`config.mk`:
```
export PLATFORM = sky130hd
export DESIGN_NAME = s_to_u_pipe
export DESIGN_NICKNAME = d
export VERILOG_FILES = /design/src/rtl/tc_sm_pkg.sv /design/src/rtl/sm_lane.sv /design/src/rtl/s_to_u_pipe.sv
export SDC_FILE = /design/constraint.sdc
export NUM_CORES = 1
export LEC_CHECK = 0
export CAP_MARGIN = 20
export CORE_MARGIN = 2
export CORE_UTILIZATION = 45
export DETAILED_ROUTE_END_ITERATION = 8
export GPL_TIMING_DRIVEN = 0
export PLACE_DENSITY_LB_ADDON = 0.12
export SLEW_MARGIN = 30
export SYNTH_ARGS = -nofsm -noshare
export SYNTH_HDL_FRONTEND = slang
export SYNTH_SLANG_ARGS = --single-unit
```
`constraint.sdc`:
```
create_clock -name clk -period 6.3 [get_ports clk]
set_input_delay 1.89 -clock clk [delete_from_list [all_inputs] [get_ports clk]]
set_output_delay 1.89 -clock clk [all_outputs]
set_load 0.01 [all_outputs]
```
`src/rtl/tc_sm_pkg.sv`:
```
`default_nettype none
// ============================================================================
// Module   : tc_sm_pkg
// Brief    : Shared mode encoding and default sizes for the two's-complement /
//            sign-magnitude conversion pipeline.
// Revision : 1.0 - initial release
// ============================================================================
package tc_sm_pkg;

    typedef enum logic {
        SM_TO_MAG  = 1'b0,
        SM_TO_TWOS = 1'b1
    } sm_mode_t;

    localparam int c_default_width = 14;
    localparam int c_default_lanes = 4;

endpackage
`default_nettype wire

```
`src/rtl/sm_lane.sv`:
```
`default_nettype none
// ============================================================================
// Module   : sm_lane
// Brief    : Combinational single-lane converter between two's complement and
//            sign-magnitude, with most-negative saturation.
// Revision : 1.0 - initial release
// ============================================================================
module sm_lane
    import tc_sm_pkg::*;
#(
    parameter int WIDTH = c_default_width
) (
    input  logic [WIDTH-1:0] i_value,
    input  logic             i_sign,
    input  sm_mode_t         i_mode,
    output logic [WIDTH-1:0] o_result,
    output logic             o_sign,
    output logic             o_ovf
);

    localparam logic [WIDTH-1:0] c_one   = WIDTH'(1);
    localparam logic [WIDTH-2:0] c_one_m = (WIDTH-1)'(1);

    logic             w_is_min;
    logic [WIDTH-2:0] w_neg_mag;
    logic [WIDTH-1:0] w_ext;
    logic [WIDTH-1:0] w_ext_neg;

    assign w_is_min  = (i_value == {1'b1, {(WIDTH-1){1'b0}}});
    // Only the low bits of -x are needed; the MSB of |x| is always 0 once the
    // most-negative value is handled separately.
    assign w_neg_mag = ~i_value[WIDTH-2:0] + c_one_m;
    assign w_ext     = {1'b0, i_value[WIDTH-2:0]};
    assign w_ext_neg = ~w_ext + c_one;

    always_comb begin
        o_result = '0;
        o_sign   = 1'b0;
        o_ovf    = 1'b0;
        if (i_mode == SM_TO_MAG) begin
            o_sign = i_value[WIDTH-1];
            if (w_is_min) begin
                o_result = {1'b0, {(WIDTH-1){1'b1}}};
                o_ovf    = 1'b1;
            end else if (i_value[WIDTH-1]) begin
                o_result = {1'b0, w_neg_mag};
            end else begin
                o_result = w_ext;
            end
        end else begin
            // Negative zero collapses to +0.
            o_sign   = i_sign & (|i_value[WIDTH-2:0]);
            o_result = i_sign ? w_ext_neg : w_ext;
        end
    end

endmodule
`default_nettype wire

```
`src/rtl/s_to_u_pipe.sv`:
```
`default_nettype none
// ============================================================================
// Module   : s_to_u_pipe
// Brief    : Two-stage elastic multi-lane converter between two's complement
//            and sign-magnitude with per-lane saturation flags.
// Revision : 1.0 - initial release
// ============================================================================
module s_to_u_pipe
    import tc_sm_pkg::*;
#(
    parameter int WIDTH = c_default_width,
    parameter int LANES = c_default_lanes
) (
    input  logic                   clk,
    input  logic                   nRST,
    input  logic                   in_valid,
    output logic                   in_ready,
    input  logic                   in_mode,
    input  logic [LANES*WIDTH-1:0] in_data,
    input  logic [LANES-1:0]       in_sign,
    output logic                   out_valid,
    input  logic                   out_ready,
    output logic                   out_mode,
    output logic [LANES*WIDTH-1:0] out_data,
    output logic [LANES-1:0]       out_sign,
    output logic [LANES-1:0]       out_ovf
);

    logic                   r_va;
    sm_mode_t               r_mode_a;
    logic [LANES*WIDTH-1:0] r_data_a;
    logic [LANES-1:0]       r_sign_a;

    logic                   r_vb;
    sm_mode_t               r_mode_b;
    logic [LANES*WIDTH-1:0] r_data_b;
    logic [LANES-1:0]       r_sign_b;
    logic [LANES-1:0]       r_ovf_b;

    logic                   w_ready_a;
    logic                   w_ready_b;
    logic [LANES*WIDTH-1:0] w_lane_data;
    logic [LANES-1:0]       w_lane_sign;
    logic [LANES-1:0]       w_lane_ovf;

    // out_ready ripples straight through to in_ready so a full pipe can
    // accept and emit in the same cycle.
    assign w_ready_b = ~r_vb | out_ready;
    assign w_ready_a = ~r_va | w_ready_b;
    assign in_ready  = nRST & w_ready_a;

    generate
        for (genvar i = 0; i < LANES; i++) begin : g_lane
            sm_lane #(
                .WIDTH (WIDTH)
            ) u_lane (
                .i_value  (r_data_a[i*WIDTH +: WIDTH]),
                .i_sign   (r_sign_a[i]),
                .i_mode   (r_mode_a),
                .o_result (w_lane_data[i*WIDTH +: WIDTH]),
                .o_sign   (w_lane_sign[i]),
                .o_ovf    (w_lane_ovf[i])
            );
        end
    endgenerate

    always_ff @(posedge clk) begin
        if (!nRST) begin
            r_va     <= 1'b0;
            r_mode_a <= SM_TO_MAG;
            r_data_a <= '0;
            r_sign_a <= '0;
            r_vb     <= 1'b0;
            r_mode_b <= SM_TO_MAG;
            r_data_b <= '0;
            r_sign_b <= '0;
            r_ovf_b  <= '0;
        end else begin
            if (w_ready_a) begin
                r_va <= in_valid;
                if (in_valid) begin
                    r_mode_a <= sm_mode_t'(in_mode);
                    r_data_a <= in_data;
                    r_sign_a <= in_sign;
                end
            end
            if (w_ready_b) begin
                r_vb <= r_va;
                if (r_va) begin
                    r_mode_b <= r_mode_a;
                    r_data_b <= w_lane_data;
                    r_sign_b <= w_lane_sign;
                    r_ovf_b  <= w_lane_ovf;
                end
            end
        end
    end

    assign out_valid = r_vb;
    assign out_mode  = r_mode_b;
    assign out_data  = r_data_b;
    assign out_sign  = r_sign_b;
    assign out_ovf   = r_ovf_b;

endmodule
`default_nettype wire
```
==> impl_metrics.py, run 1 <==
metrics = {
    "floorplanning": {
        "io_pins": 132,
        "core_mm2": 0.01453,
        "die_h_um": 126.1,
        "fp-row-count": 44,
        "die_area_mm2": 0.01590,
        "start_util_pct": 46.16,
        "die_x_um": 126.1,
    },
    "detailed_routing": {
        "top_layer_used": "met4",
        "route.detailed.drc": 0,
        "vias_per_cell": 5.768,
        "routed_wirelength_um": 21560,
        "wl_per_cell_um": 17.69,
        "met3_length_um": 1683,
        "drtAntennaViolNets": 0,
        "drtIter0Drc": 546,
        "via_count": 7031,
        "wl_met2_um": 9795,
        "drt-met1-wl_um": 9515,
        "drt-pass1-iter-count": 5,
    },
    "power": {
        "p_leak_nw": 3.195,
        "pwr-share-clk_pct": 46.1,
        "pwr-share-comb_pct": 16.8,
        "p_sw_share_pct": 26.27,
        "ir_drop_uv": 194.4,
        "powerDensity_mw_per_mm2": 269.3,
        "sequentialPowerShare_pct": 37.1,
        "power.internal_mw": 1.771,
        "switching_power_mw": 0.6310,
    },
    "grt": {
        "grt_pass1_wl_um": 34420,
        "grt_pass1_vias": 6546,
        "antenna_found_initial": 0,
        "grt_usage_pct": 27.14,
        "grt_max_degree": 17,
        "grt_overflow_total": 0,
    },
    "critical_path": {
        "setup.worst_path.class": "input port to output port",
        "end_kind": "output port",
        "cpPeakStageDelay_ps": 530,
        "critPathLaunchType": "input port",
        "worstPathArrival_ps": 3990,
        "critPathSlowestCell": "clkdlybuf4s50_1",
        "cp_max_fo": 19,
        "worstPathCellList": "clkdlybuf4s50_1 -> clkbuf_1 -> clkbuf_2 -> and2_1 -> clkdlybuf4s50_1",
        "cpMostUsedCell": "clkdlybuf4s50_1",
        "required_ps": 4410,
    },
    "sta": {
        "tightest_slew_ps": 1003,
        "hold_viol_final": 0,
        "clock.fmax_mhz": 170.2,
        "slew_viol_final": 0,
        "skew_ps": 9.729,
        "setup_slack_ps": 422.9,
        "setup_viol": 0,
        "finalCritPeriodShare_pct": 93.29,
        "relSlewSlack_pct": 32.52,
        "rsz0062_at_grt": "false",
        "fin_crit_ps": 5877,
        "fin_tns_setup_ps": 0,
    },
    "cells_and_area": {
        "fillCellCount": 1341,
        "synthToLayoutAreaGrowth_pct": 32.94,
        "fin_nets": 1091,
        "diodes": 0,
        "fin_util_pct": 61.36,
        "multi_input_area_mm2": 0.003786,
        "final_area_mm2": 0.008919,
        "regArea_mm2": 0.002562,
        "drive_above_1_share_pct": 5.024,
    },
    "clocking": {
        "clk_pin_slew_ps": 50,
        "clockRootBuffer": "clkbuf_16",
        "cts_max_level": 4,
        "numCtsBuffers": 17,
        "cts_tree": "built",
        "clk_latency_ps": 430,
        "clk_path_buf_depth": 2,
        "cts_sinks": 128,
    },
    "placed_design": {
        "place_area_mm2": 0.008250,
        "place.gp.congestion": 0.9244,
        "io_buffers": 131,
        "pre_cts_slack_ps": -100.4,
        "dp_hpwl_um": 15580,
    },
    "synth": {
        "synth_area_leaders": "dfxtp_1 (38%), nand2_1 (11%), a21boi_0 (7.5%), o21ai_0 (4.1%), clkbuf_1 (4.1%)",
        "synthesis.nets": 942,
        "seq_area_frac_synth_pct": 38.19,
        "synthTopCellsByCount": "nand2_1 (192), dfxtp_1 (128), clkbuf_1 (73)",
        "synth-seq-cells": 128,
        "synth_most_common_cell": "nand2_1",
        "synth_edf_count": 0,
        "synth.distinct_cells": 58,
        "netlist_instances": 873,
        "avgSynthCellArea_um2": 7.685,
        "synthArstFlopShare_pct": 0,
        "synth_area_mm2": 0.006709,
        "yosys_warnings": 0,
        "synth_ff_type": "dfxtp_1",
        "synth_top_area_share_pct": 38.19,
        "yosys.area.top_type": "dfxtp_1",
    },
    "hold_path": {
        "min_path_type": "flip-flop to flip-flop",
    },
    "status": {
        "status": "finished clean",
    },
    "run": {
        "cap_violations": 0,
    },
}
## layout by cell type, fill, tap and decap left out, types with 11 or more instances in the layout
master	count
xor2_1	12
o21ai_0	55
a21boi_0	67
nor2b_1	11
inv_1	14
xnor2_1	11
nand2_1	192
a31oi_1	14
clkbuf_16	17
o221ai_1	11
a21oi_1	42
clkdlybuf4s50_1	131
nor3_1	21
or4_1	11
dfxtp_1	128
o211ai_1	18
nand3_1	14
clkbuf_1	72
nor4_1	12
nor2_1	37
## metrics by stage
step / instances / power (mW) / hold slack (ps)
after CTS: 1220 / 2.400 / 456.6
final: 1219 / 2.402 / 453.2
after global routing: 1219 / 2.486 / 474.5
after floorplan: 873 / 1.137 / 461.7
after detailed placement: 1188 / 1.303 / 443.7
after global placement: 1188 / 1.301 / 436.1
## layout make-up
cell class | instances | share of cell area, %
repair buffers | 131 | 14.70
inverters | 14 | 0.5892
well taps | 184 | 2.581
plain buffers | 79 | 3.493
flip-flops and latches | 128 | 28.73
clock inverters | 10 | 2.020
clock buffers | 22 | 5.429
multi-input cells | 651 | 42.45
## cell families after synthesis
kind of cell               after synthesis  share of synthesized area, %
and+or+nand+nor                        344                         23.63
buffers and inverters                   94                         5.464
xor gates and xnor gates                23                         3.003
adders and majority gates                4                        0.7460
AOI/OAI and AO/OA                      270                         27.42
muxes                                   10                         1.548
DFF                                    128                         38.19
## power groups by stage
stage	clock (mW)	sequential, mW	combinational [mW]
after floorplan	0	0.905	0.233
after global routing	1.15	0.896	0.443
after CTS	1.11	0.890	0.400
after detailed placement	0	0.907	0.397
after global placement	0	0.907	0.394
final	1.11	0.891	0.404
## per-layer routing
layer	up-vias	global-route usage [%]
li1	3410	-
met5	-	0
met2	327	42.82
met1	3250	35.98
met3	44	6.160
met4	0	11.12
## state kept, by name, summed over array words and instances (netlist names)
signal and count:
out_data 56, out_mode 1, out_ovf 4, out_sign 4, out_valid 1, r_data_a 56, r_mode_a 1, r_sign_a 4
r_va 1
## what timing repair did
item                       CTS  global route
resized for setup            1             0
setup buffers                0             0
setup endpoints to repair    1             1
hold buffers                 0             0
## worst paths after layout
kind                             startpoint           end  slack [ps]  cells after the start
worst min register to register  out_data[4]   out_data[4]         450                      2
worst max register to register     r_mode_a  out_data[24]        3330                      7
worst min-delay path            out_data[4]   out_data[4]         450                      2
worst max-delay path                   nRST      in_ready         420                      5
## critical path: cells and delay by family
family / cells / cell delay, ps
buffers and inverters: 4 / 1890
and+or+nand+nor: 1 / 210
Power figures use the tool's default switching activity.
==> run 2, diff against run 1 <==
- HOLD_SLACK_MARGIN: default -> 0.06
==> results of run 2 <==
Same layout as run 1: the final DEF is identical, and so are final timing and power.
==> run 3, diff against run 2 <==
- ABC_CLOCK_PERIOD_IN_PS: default -> 6300
- MAX_ROUTING_LAYER: default -> met4
==> run 3 against run 2 <==
Net effect: sequential cell count unchanged; hold slack worse by 5.9 ps; largest power group unchanged; sequential power about the same; die area unchanged; first-iteration DRC count up 28%; fmax down 0.76%; combinational power about the same; sequential share of layout area about the same; cell area down 0.17%; clock skew down 3.5 ps.
==> impl_metrics.py, run 3 (synthesis results as in run 1) <==
metrics = {
    "sta": {
        "hold_viol_final": 0,
        "whs_ps": 447.2,
        "finalCritPeriodShare_pct": 94.00,
        "relSlewSlack_pct": 30.87,
        "rsz0062_at_grt": "false",
        "setup_slack_ps": 378.0,
        "setup_viol": 0,
        "clock.fmax_mhz": 168.9,
        "fin_crit_ps": 5922,
        "slew_viol_final": 0,
        "skew_ps": 6.259,
        "tightest_slew_ps": 1027,
    },
    "critical_path": {
        "cp_max_fo": 19,
        "worstPathArrival_ps": 4030,
        "required_ps": 4410,
        "r2r_cells": 6,
        "setup.worst_path.class": "input port to output port",
        "end_kind": "output port",
        "regToRegSetupSlack_ps": 3340,
        "critPathLaunchType": "input port",
    },
    "detailed_routing": {
        "via_count": 6954,
        "wl_per_cell_um": 18.04,
        "drtAntennaViolNets": 0,
        "vias_per_cell": 5.705,
        "routed_wirelength_um": 21990,
        "route.detailed.drc": 0,
        "drt-pass1-iter-count": 6,
        "drtIter0Drc": 697,
    },
    "floorplanning": {
        "fp-row-count": 44,
        "start_util_pct": 46.16,
        "die_x_um": 126.1,
        "die_h_um": 126.1,
        "io_pins": 132,
        "core_mm2": 0.01453,
        "die_area_mm2": 0.01590,
    },
    "clocking": {
        "clk_pin_slew_ps": 50,
        "cts_tree": "built",
        "numCtsBuffers": 17,
        "clockRootBuffer": "clkbuf_16",
        "cts_max_level": 4,
        "clk_latency_ps": 430,
        "cts_sinks": 128,
        "clk_path_buf_depth": 2,
    },
    "power": {
        "powerDensity_mw_per_mm2": 266.8,
        "p_leak_nw": 3.190,
        "ir_drop_uv": 222.6,
    },
    "run": {
        "cap_violations": 0,
    },
    "hold_path": {
        "min_path_type": "flip-flop to flip-flop",
        "hold_depth": 1,
    },
    "grt": {
        "grt_pass1_vias": 6429,
        "grt_usage_pct": 28.47,
        "grt_pass1_wl_um": 34650,
        "grt_max_degree": 17,
        "antenna_found_initial": 0,
        "grt_overflow_total": 0,
    },
    "status": {
        "status": "finished clean",
    },
    "cells_and_area": {
        "fillCellCount": 1371,
        "final_cell_mix": "nand2_1 (192), clkdlybuf4s50_1 (131), dfxtp_1 (128), clkbuf_1 (71), a21boi_0 (67)",
        "diodes": 0,
        "drive_above_1_share_pct": 5.121,
        "fin_util_pct": 61.26,
        "final_common_cell": "nand2_1",
        "synthToLayoutAreaGrowth_pct": 32.71,
        "fin_nets": 1091,
    },
    "placed_design": {
        "pre_cts_slack_ps": -140.0,
        "dp_hpwl_um": 15760,
        "io_buffers": 131,
        "place.gp.congestion": 0.9293,
    },
}
run 3: cell types whose count changed in the layout (fill, tap and decap cells not counted):
| cell | change |
|---|---|
| bufinv_16 | -1 |
| clkbuf_8 | +1 |
| clkbuf_1 | -1 |
| clkinv_2 | +1 |
run 3: metrics by stage:
stage | area [µm²] | power (mW) | TNS, ps | std cells
after global routing | 8904 | 2.462 | 0 | 1219
final | 8904 | 2.375 | 0 | 1219
after global placement | 8250 | 1.303 | -155.4 | 1188
after floorplan | 6709 | 1.137 | 0 | 873
after detailed placement | 8250 | 1.305 | -140.0 | 1188
after CTS | 8901 | 2.373 | 0 | 1220
run 3: final timing paths:
| path | start | end |
|---|---|---|
| max | nRST | in_ready |
| min | out_data[7] | out_data[7] |
| max reg2reg | r_mode_a | out_data[55] |
| min reg2reg | out_data[7] | out_data[7] |
run 3: layer usage:
layer | wire length [µm] | up-vias | GRT usage [%]
met1 | 9814 | 3208 | 38.00
met3 | 1675 | 39 | 5.692
met4 | 413 | 0 | 8.662
met5 | 0 | - | -
met2 | 10090 | 298 | 43.74
li1 | - | 3409 | -
run 3: layout make-up:
class / count / area (µm²) / area share, %
clock buffers: 22 / 494.2 / 5.551
repair buffers: 131 / 1311 / 14.73
well taps: 184 / 230.2 / 2.586
multi-input cells: 651 / 3786 / 42.52
inverters: 14 / 52.55 / 0.5902
flip-flops and latches: 128 / 2562 / 28.78
clock inverters: 10 / 155.1 / 1.743
plain buffers: 79 / 311.5 / 3.499
run 3: critical path, stage by stage:
cell and delay (ps):
clkdlybuf4s50_1 500, clkbuf_1 410, clkbuf_2 490, and2_1 200, clkdlybuf4s50_1 530
run 3: what timing repair did:
item | in CTS | in global routing
gates cloned | 0 | 0
buffers inserted | 0 | 0
setup endpoints to repair | 1 | 1
hold buffers | 0 | 0
resized for setup | 1 | 0
run 3: where the power goes:
group	switching (mW)	total [mW]	internal, mW	leakage, nW
combinational	0.230	0.407	0.177	1.82
sequential	0.0387	0.892	0.853	1.05
clock	0.365	1.08	0.711	0.318
total	0.635	2.38	1.74	3.19
